===== config.mk =====
export PLATFORM = sky130hd
export DESIGN_NAME = gsram_class_reader
export DESIGN_NICKNAME = d
export VERILOG_FILES = /design/src/rtl/gsram_class_reader_pkg.sv /design/src/rtl/gsram_class_reader_argmax.sv /design/src/rtl/gsram_class_reader.sv
export SDC_FILE = /design/constraint.sdc
export NUM_CORES = 1
export LEC_CHECK = 0
export ABC_AREA = 1
export CAP_MARGIN = 25
export CELL_PAD_IN_SITES_DETAIL_PLACEMENT = 1
export CELL_PAD_IN_SITES_GLOBAL_PLACEMENT = 1
export CORE_MARGIN = 2
export CORE_UTILIZATION = 42
export CTS_CLUSTER_DIAMETER = 120
export CTS_CLUSTER_SIZE = 24
export DETAILED_ROUTE_END_ITERATION = 8
export PLACE_DENSITY_LB_ADDON = 0.1
export SYNTH_ARGS = -nofsm -noshare
export SYNTH_HDL_FRONTEND = slang
export SYNTH_SLANG_ARGS = --single-unit

===== constraint.sdc =====
create_clock -name clk -period 6 [get_ports clk]
set_clock_uncertainty 0.2 [all_clocks]
set_input_delay 1.8 -clock clk [delete_from_list [all_inputs] [get_ports clk]]
set_output_delay 1.8 -clock clk [all_outputs]
set_load 0.02 [all_outputs]

===== src/rtl/gsram_class_reader_pkg.sv =====
// Shared GSRAM geometry and widths for the accelerator.
// Also holds the class-reader state encoding.
package gsram_class_reader_pkg;

    localparam int GSRAM_ROWS = 10;
    localparam int GSRAM_COLS = 10;
    localparam int DATA_W     = 16;
    localparam int ACC_W      = 20;
    localparam int ADDR_W     = 4;

    typedef enum logic [2:0] {
        S_IDLE,
        S_FETCH,
        S_DRAIN,
        S_EMIT,
        S_DONE
    } rd_state_e;

endpackage


===== src/rtl/gsram_class_reader_argmax.sv =====
// Running argmax over streamed class scores.
// Strictly greater replaces; ties keep the lower index.
module argmax_tracker #(
    parameter int ACC_W = 20,
    parameter int IDX_W = 4
) (
    input  logic             clk,
    input  logic             reset,
    input  logic             clear,
    input  logic             update,
    input  logic [ACC_W-1:0] value,
    input  logic [IDX_W-1:0] idx,
    output logic [ACC_W-1:0] best_val,
    output logic [IDX_W-1:0] best_idx
);

    logic take;

    // Column 0 seeds the best unconditionally.
    always_comb begin
        take = update &&
               ((idx == '0) || ($signed(value) > $signed(best_val)));
    end

    // Best value/index register.
    always_ff @(posedge clk) begin
        if (reset || clear) begin
            best_val <= '0;
            best_idx <= '0;
        end else if (take) begin
            best_val <= value;
            best_idx <= idx;
        end
    end

endmodule


===== src/rtl/gsram_class_reader.sv =====
// Reads the 10x10 GSRAM, sums each column into a class
// score, streams the scores and reports the argmax class.
module gsram_class_reader #(
    parameter int DATA_W = gsram_class_reader_pkg::DATA_W,
    parameter int ROWS   = gsram_class_reader_pkg::GSRAM_ROWS,
    parameter int COLS   = gsram_class_reader_pkg::GSRAM_COLS,
    parameter int ACC_W  = gsram_class_reader_pkg::ACC_W
) (
    input  logic              clk,
    input  logic              reset,
    input  logic              start,
    output logic              gsram_rd_en,
    output logic [3:0]        gsram_addr_row,
    output logic [3:0]        gsram_addr_col,
    input  logic [DATA_W-1:0] gsram_rdata,
    output logic              score_valid,
    input  logic              score_ready,
    output logic [ACC_W-1:0]  score_data,
    output logic [3:0]        score_idx,
    output logic [3:0]        class_out,
    output logic              busy,
    output logic              done
);

    import gsram_class_reader_pkg::*;

    rd_state_e        state;
    rd_state_e        state_nx;
    logic [3:0]       row;
    logic [3:0]       col;
    logic             rd_q;
    logic [ACC_W-1:0] acc;
    logic [3:0]       class_q;
    logic [ACC_W-1:0] best_val;
    logic [3:0]       best_idx;
    logic             go;
    logic             hs;
    logic             last_row;
    logic             last_col;
    logic [ACC_W-1:0] rdata_ext;

    // Decoded events shared by the processes below.
    always_comb begin
        go        = (state == S_IDLE) && start;
        hs        = (state == S_EMIT) && score_ready;
        last_row  = (row == 4'(ROWS - 1));
        last_col  = (col == 4'(COLS - 1));
        rdata_ext = {{(ACC_W - DATA_W){gsram_rdata[DATA_W-1]}},
                     gsram_rdata};
    end

    // State register.
    always_ff @(posedge clk) begin
        if (reset) state <= S_IDLE;
        else       state <= state_nx;
    end

    // Next-state logic.
    always_comb begin
        state_nx = state;
        unique case (state)
            S_IDLE:  if (start) state_nx = S_FETCH;
            S_FETCH: if (last_row) state_nx = S_DRAIN;
            S_DRAIN: state_nx = S_EMIT;
            S_EMIT:  if (score_ready)
                         state_nx = last_col ? S_DONE : S_FETCH;
            S_DONE:  state_nx = S_IDLE;
            default: state_nx = S_IDLE;
        endcase
    end

    // Row/column address counters.
    always_ff @(posedge clk) begin
        if (reset || go) begin
            row <= '0;
            col <= '0;
        end else if (state == S_FETCH) begin
            row <= last_row ? 4'd0 : row + 4'd1;
        end else if (hs && !last_col) begin
            col <= col + 4'd1;
        end else if (state == S_DONE) begin
            col <= '0;
        end
    end

    // Delayed strobe qualifies the returning read word.
    always_ff @(posedge clk) begin
        if (reset) begin
            rd_q <= 1'b0;
            acc  <= '0;
        end else begin
            rd_q <= gsram_rd_en;
            if (go || hs)  acc <= '0;
            else if (rd_q) acc <= acc + rdata_ext;
        end
    end

    // Holds the reported class between readouts.
    always_ff @(posedge clk) begin
        if (reset || go)          class_q <= '0;
        else if (state == S_DONE) class_q <= best_idx;
    end

    argmax_tracker #(
        .ACC_W (ACC_W),
        .IDX_W (4)
    ) u_argmax (
        .clk      (clk),
        .reset    (reset),
        .clear    (go),
        .update   (hs),
        .value    (acc),
        .idx      (col),
        .best_val (best_val),
        .best_idx (best_idx)
    );

    // Output decode; addresses idle at 0 when not reading.
    always_comb begin
        gsram_rd_en    = 1'b0;
        gsram_addr_row = '0;
        gsram_addr_col = '0;
        score_valid    = 1'b0;
        score_data     = '0;
        score_idx      = '0;
        busy           = (state != S_IDLE);
        done           = 1'b0;
        class_out      = class_q;
        unique case (state)
            S_FETCH: begin
                gsram_rd_en    = 1'b1;
                gsram_addr_row = row;
                gsram_addr_col = col;
            end
            S_EMIT: begin
                score_valid = 1'b1;
                score_data  = acc;
                score_idx   = col;
            end
            S_DONE: begin
                done      = 1'b1;
                class_out = best_idx;
            end
            default: ;
        endcase
    end

endmodule


==> impl_results.md <==
- CP startpoint kind: flip-flop
- Non-filler cells, final: approximately 860
- Core area: a little over 10000 sq um
- Detailed Route Iter0 Violations: 136
- Vias per cell: about 5.2
- Routed length per instance: roughly 16 um
- R2R setup slack: roughly 3.1 ns
- Worst slew margin: 0.431
- CTS H-tree depth: 3
- Number of global-route vias before repair: 4752
- Cell count of the worst hold path: 2
- RSZ-0062 raised after global routing: no
- # DRC: 0
- Seq/Total Area, Yosys: 0.275
- Antenna viol nets, final: 0
- Worst Path Arrival: around 2.4 ns
- Gpl congestion: roughly 0.86
- Global-route usage over all layers: 0.252
- Max Cap Viol: 0
- Crit-path slowest cell: clkdlybuf4s50_1
- Share of cells above drive strength 1: 0.0733
- Cell count after synthesis: between 600 and 700
- Slowest Stage Delay on Critical Path: approximately 0.66 ns
- Post_cts resized: 0
- Clock latency on the worst-skew pair: 0.34 ns
- TritonCTS buffer count: 9
- Hold path start: u_argmax.best_val[15]
- Worst R2R End: acc[8]
- Final HPWL DP: around 10 mm
- First drt pass iteration count: 5
- Slew @ Worst Pin: 0.848 ns
- Io pins: 60
- Hold Buf Count CTS: 0
- Cell area after synthesis: ~4400 sq um
- Period utilization: 0.730
- PD cells: roughly 190 nW/um^2
- Worst Hold End: u_argmax.best_val[15]
- Syn. warnings: 0
- CP Class: reg2out
- Core Util, Final: 0.512
- Hold Path Class: reg2reg
- Antenna Cells: 0
- Syn-to-layout area delta: 20.0%
- Start of the worst register-to-register path: state[2]
- Buffers on Ports: 59
- FF+latch count, synth: 60
- Syn nets: around 730
- Most frequent cells in the layout: nand2_1, nor2_1, inv_1
- CTS Sinks: 60
- Fin nets: roughly 800
- Status: complete, no violations
- Post-CTS Setup Inserts: 0
- First-pass GRT wire length: approximately 23 mm
- Grt ovf: 0
- Vias: between 4000 and 5000
- Die Wd: between 100 and 150 um
- Most common cell after layout, fill and taps aside: nand2_1
- Final Max Tran Viols: 0
- Placed cells: 842
- Initial antenna violation count: 0
- FMAX: 0.228 GHz
- Dpl ws: 1.64 ns
- Final Worst Setup Slack: 1.62 ns
- Setup violations, final: 0
- Die H: roughly 110 um
- Synth cell types: 35
- Clock Path Buffers: 2
- Final hold slack: 0.290 ns
- Worst vdd ir: 0.118 mV
- CP endpoint kind: output port
- Crit-path cells: inv_1 > nand3_2 > nor2_1 > clkdlybuf4s50_1
- Hold Violations, Final: 0
- TritonCTS clock tree: done
- Synthesized area per cell: 6.57 sq um
- Post-Route WL: roughly 13 mm
- Core Rows: 37
- Root Driver: clkbuf_8
- Die area: about 11000 sq um
- Initial core utilization: 0.427
- Fillers: about 1400
- Register-to-Register Path Depth: 8
- Total leakage power: 2.36 nW
- TNS Setup: 0 ns
- Largest net degree at the start of global routing: 49
- Clk slew on worst S/H paths: roughly 0.070 ns
- Minimum clock period: about 4.4 ns
- Data required, critical path: 4.00 ns
- Worst-path fanout max: 28
==> how the worst max path moves through the flow <==
stage              startpoint              to
2_1_floorplan  gsram_rdata[0]         acc[16]
3_3_place_gp   gsram_rdata[0]         acc[12]
3_5_place_dp   gsram_rdata[5]         acc[12]
4_1_cts              state[2]   score_data[8]
5_1_grt              state[2]   score_data[8]
6_report             state[2]  score_data[10]
==> per-layer routing <==
metal  global-route usage  up-vias  part of all wire
met2                0.450       74              0.49
met5                    0        -                 0
li1                     -     2244                 -
met1                0.324     2135              0.47
met4               0.0602        0             0.013
met3               0.0325       14             0.025
==> power by group <==
| group | internal, mW | total, mW | switching (mW) | leakage (nW) |
|---|---|---|---|---|
| Clock | 0.243 | 0.419 | 0.176 | 0.113 |
| Sequential | 0.405 | 0.416 | 0.0107 | 0.485 |
| Combinational | 0.0669 | 0.182 | 0.115 | 1.76 |
| Total | 0.716 | 1.02 | 0.301 | 2.36 |
==> cell type report <==
cell class                 count  area (sq um)  share of cell area
sequential                    60          1200               0.229
clock inverter                 5          75.1              0.0143
multi-input combinational    480          2640               0.503
clock buffer                  11           141              0.0270
tap                          136           170              0.0325
inverter                     106           398              0.0759
timing repair buffer          61           618               0.118
==> cells by family (layout without fill, tap and decap cells) <==
group	count (synthesis)	count (layout)	synth area share
AO/OA/AOI/OAI	115	115	0.158
XOR/XNOR	9	9	0.0181
adder cells (fa/ha/maj)	43	43	0.125
buffers and inverters	125	183	0.122
flip-flops	60	60	0.275
AND/OR/NAND/NOR	313	313	0.302
==> synth_stat cells <==
cell type	count	area, sq um
nand2_1	125	469
nor4_1	1	6.26
or2_2	5	31.3
a21oi_2	20	175
xnor2_1	3	26.3
nand2_2	2	12.5
clkbuf_1	9	33.8
inv_2	3	11.3
buf_6	1	11.3
ha_1	42	526
nand4_1	7	43.8
dfxtp_1	60	1200
o21ai_1	1	5.00
o21bai_1	3	22.5
xor2_1	6	52.6
a21boi_0	1	7.51
nor3_2	1	10.0
clkinv_1	1	3.75
nand3_2	2	20.0
o32ai_1	1	8.76
a31oi_1	3	18.8
buf_2	6	30.0
fa_1	1	20.0
nand3b_1	2	15.0
a21o_1	4	30.0
a21oi_1	52	260
nor3_1	12	60.1
nor2_2	3	18.8
a211oi_1	4	30.0
buf_12	3	60.1
inv_1	102	383
nor2_1	108	405
o21ai_0	25	125
nand3_1	45	225
a21boi_1	1	7.51
==> worst max-delay path: cells and delay by family, from the launching register on <==
| family | cells | cell delay [ns] |
|---|---|---|
| and+or+nand+nor | 2 | 0.89 |
| buffers and inverters | 2 | 0.80 |
| DFF | 1 | 0.35 |
==> stage by stage <==
| step | total power, mW | area [sq um] |
|---|---|---|
| 4_1_cts | 1.02 | 5220 |
| 6_report | 1.02 | 5240 |
| 5_1_grt | 1.07 | 5240 |
| 3_3_place_gp | 0.598 | 5000 |
| 3_5_place_dp | 0.605 | 5000 |
| 2_1_floorplan | 0.546 | 4370 |
==> sequential cells by signal, summed over array words and instances, names as in the netlist <==
register and flops:
acc 20, u_argmax.best_val 20, class_q 4, col 4, row 4, u_argmax.best_idx 4, state 3, rd_q 1
Power figures use the tool's default switching activity.
==> RTL change (config.mk and constraints unchanged) <==
Reset style: asynchronous (`reset`), changed in 2 clocked blocks.
--- a/src/rtl/gsram_class_reader.sv
+++ b/src/rtl/gsram_class_reader.sv
@@ -50,7 +50,7 @@
     end
 
     // State register.
-    always_ff @(posedge clk) begin
+    always_ff @(posedge clk or posedge reset) begin
         if (reset) state <= S_IDLE;
         else       state <= state_nx;
     end
@@ -84,7 +84,7 @@
     end
 
     // Delayed strobe qualifies the returning read word.
-    always_ff @(posedge clk) begin
+    always_ff @(posedge clk or posedge reset) begin
         if (reset) begin
             rd_q <= 1'b0;
             acc  <= '0;
Function: differs if reset is asserted again (counterexample within 4 cycles, from zero or initial values and one cycle with reset high); with reset held inactive, the same outputs for 10 cycles.
==> RTL change against the original RTL <==
  * Maximum frequency decreased by 4.6%
  * Design area rose by 0.45%
  * Sequential cell count did not move
  * Routed wire length shrank 3.2%
  * Area after synthesis is essentially flat
  * Highest routed layer unchanged
  * Critical endpoint is now gsram_addr_row[0]
  * Setup slack lost 0.21 ns
Power is not compared: it rests on default switching activity, and its combinational part moved more than twofold at a synthesized area within 25%.
==> RTL change: results (changes against the original RTL) <==
| Metric | Value |
|---|---|
| Outcome | `finished clean` |
| Register area share after synthesis | `30.2% (+2.7 points)` |
| Share of flip-flops with an asynchronous set or reset | `40.0% (+40 points)` |
| XOR/XNOR Fraction of Synth Area | `0.802% (-1.0 points)` |
| Met2 Resource Use GR | `43.9% (-1.1 points)` |
| Max-slew headroom | `39.9% (-3.3 points)` |
| Non-clock buffering overhead | `11.9% (+0.089 points)` |
| Synth top area cells | `dfxtp_1 16%, dfrtp_1 14%, ha_1 12%, nand2_1 10%, inv_1 8.0%` |
| Starting DRT DRC Count | `131 (-3.7%)` |
| Worst path max stage delay | `0.72 ns (+0.06 ns)` |
| Multi-input logic portion of the cell area | `48.7% (-1.7 points)` |
| Final #Nets | `759 (-2.8%)` |
| Post-synthesis cell count | `640 (-3.8%)` |
| Post-synthesis compound-gate area fraction | `16.7% (+0.90 points)` |
| Non-clk invs | `98 (-7.5%)` |
| Dpl cell area | `5030 um2 (+0.45%)` |
| GP Congestion | `0.858 (about the same)` |
| Met3 Use GR | `3.31% (+0.061 points)` |
| Slowest CP cell | `nor3_1` |
| Worst Reg2Reg Path Length in Cells | `14 (+6)` |
| FFs & Latches | `60 (unchanged)` |
| Routed wire length on met3 | `357 um (+7.9%)` |
| Layout overhead on the synthesized area | `20.5%` |
| Synth top cells by count | `120 x nand2_1, 93 x inv_1, 93 x nor2_1` |
| Register area | `1320 um2 (+10%)` |
| Global-route wire length before repair | `21.9 mm (-3.8%)` |
| Post-DP HPWL | `10.2 mm (+0.24%)` |
| Gr usage total | `24.5% (-0.73 points)` |
| Fillers | `1356 (-2.3%)` |
| Total iterations of the first detailed-routing run | `4 (-1)` |
| Placed cell count | `820 (-2.6%)` |
| DR WL met2 | `6.46 mm (-2.6%)` |
| Layout cells sized above 1 | `7.56% (+0.23 points)` |
| Vias per cell | `5.21 (+0.26%)` |
## RTL change: cell families (layout without fill, tap and decap cells)
family | after synthesis | count (layout)
adders and majority gates | 43 | 43
and+or+nand+nor | 294 | 294
AOI/OAI and AO/OA | 124 | 124
buffers and inverters | 115 | 176
DFF | 60 | 60
xor gates and xnor gates | 4 | 4
## RTL change: worst paths after layout
kind                                        from               endpoint  slack [ns]
min                        u_argmax.best_val[14]  u_argmax.best_val[14]        0.29
max reg2reg                              acc[19]  u_argmax.best_val[10]        3.26
min reg2reg                u_argmax.best_val[14]  u_argmax.best_val[14]        0.29
min in group asynchronous                  reset                   rd_q        1.61
max                                     state[1]      gsram_addr_row[0]        1.41
max in group asynchronous                  reset                acc[18]        3.72
## RTL change: critical path: cells and delay by family (launching register included)
family	cells	cell delay [ns]
and+or+nand+nor	2	0.92
DFF	1	0.44
buffers and inverters	2	0.88
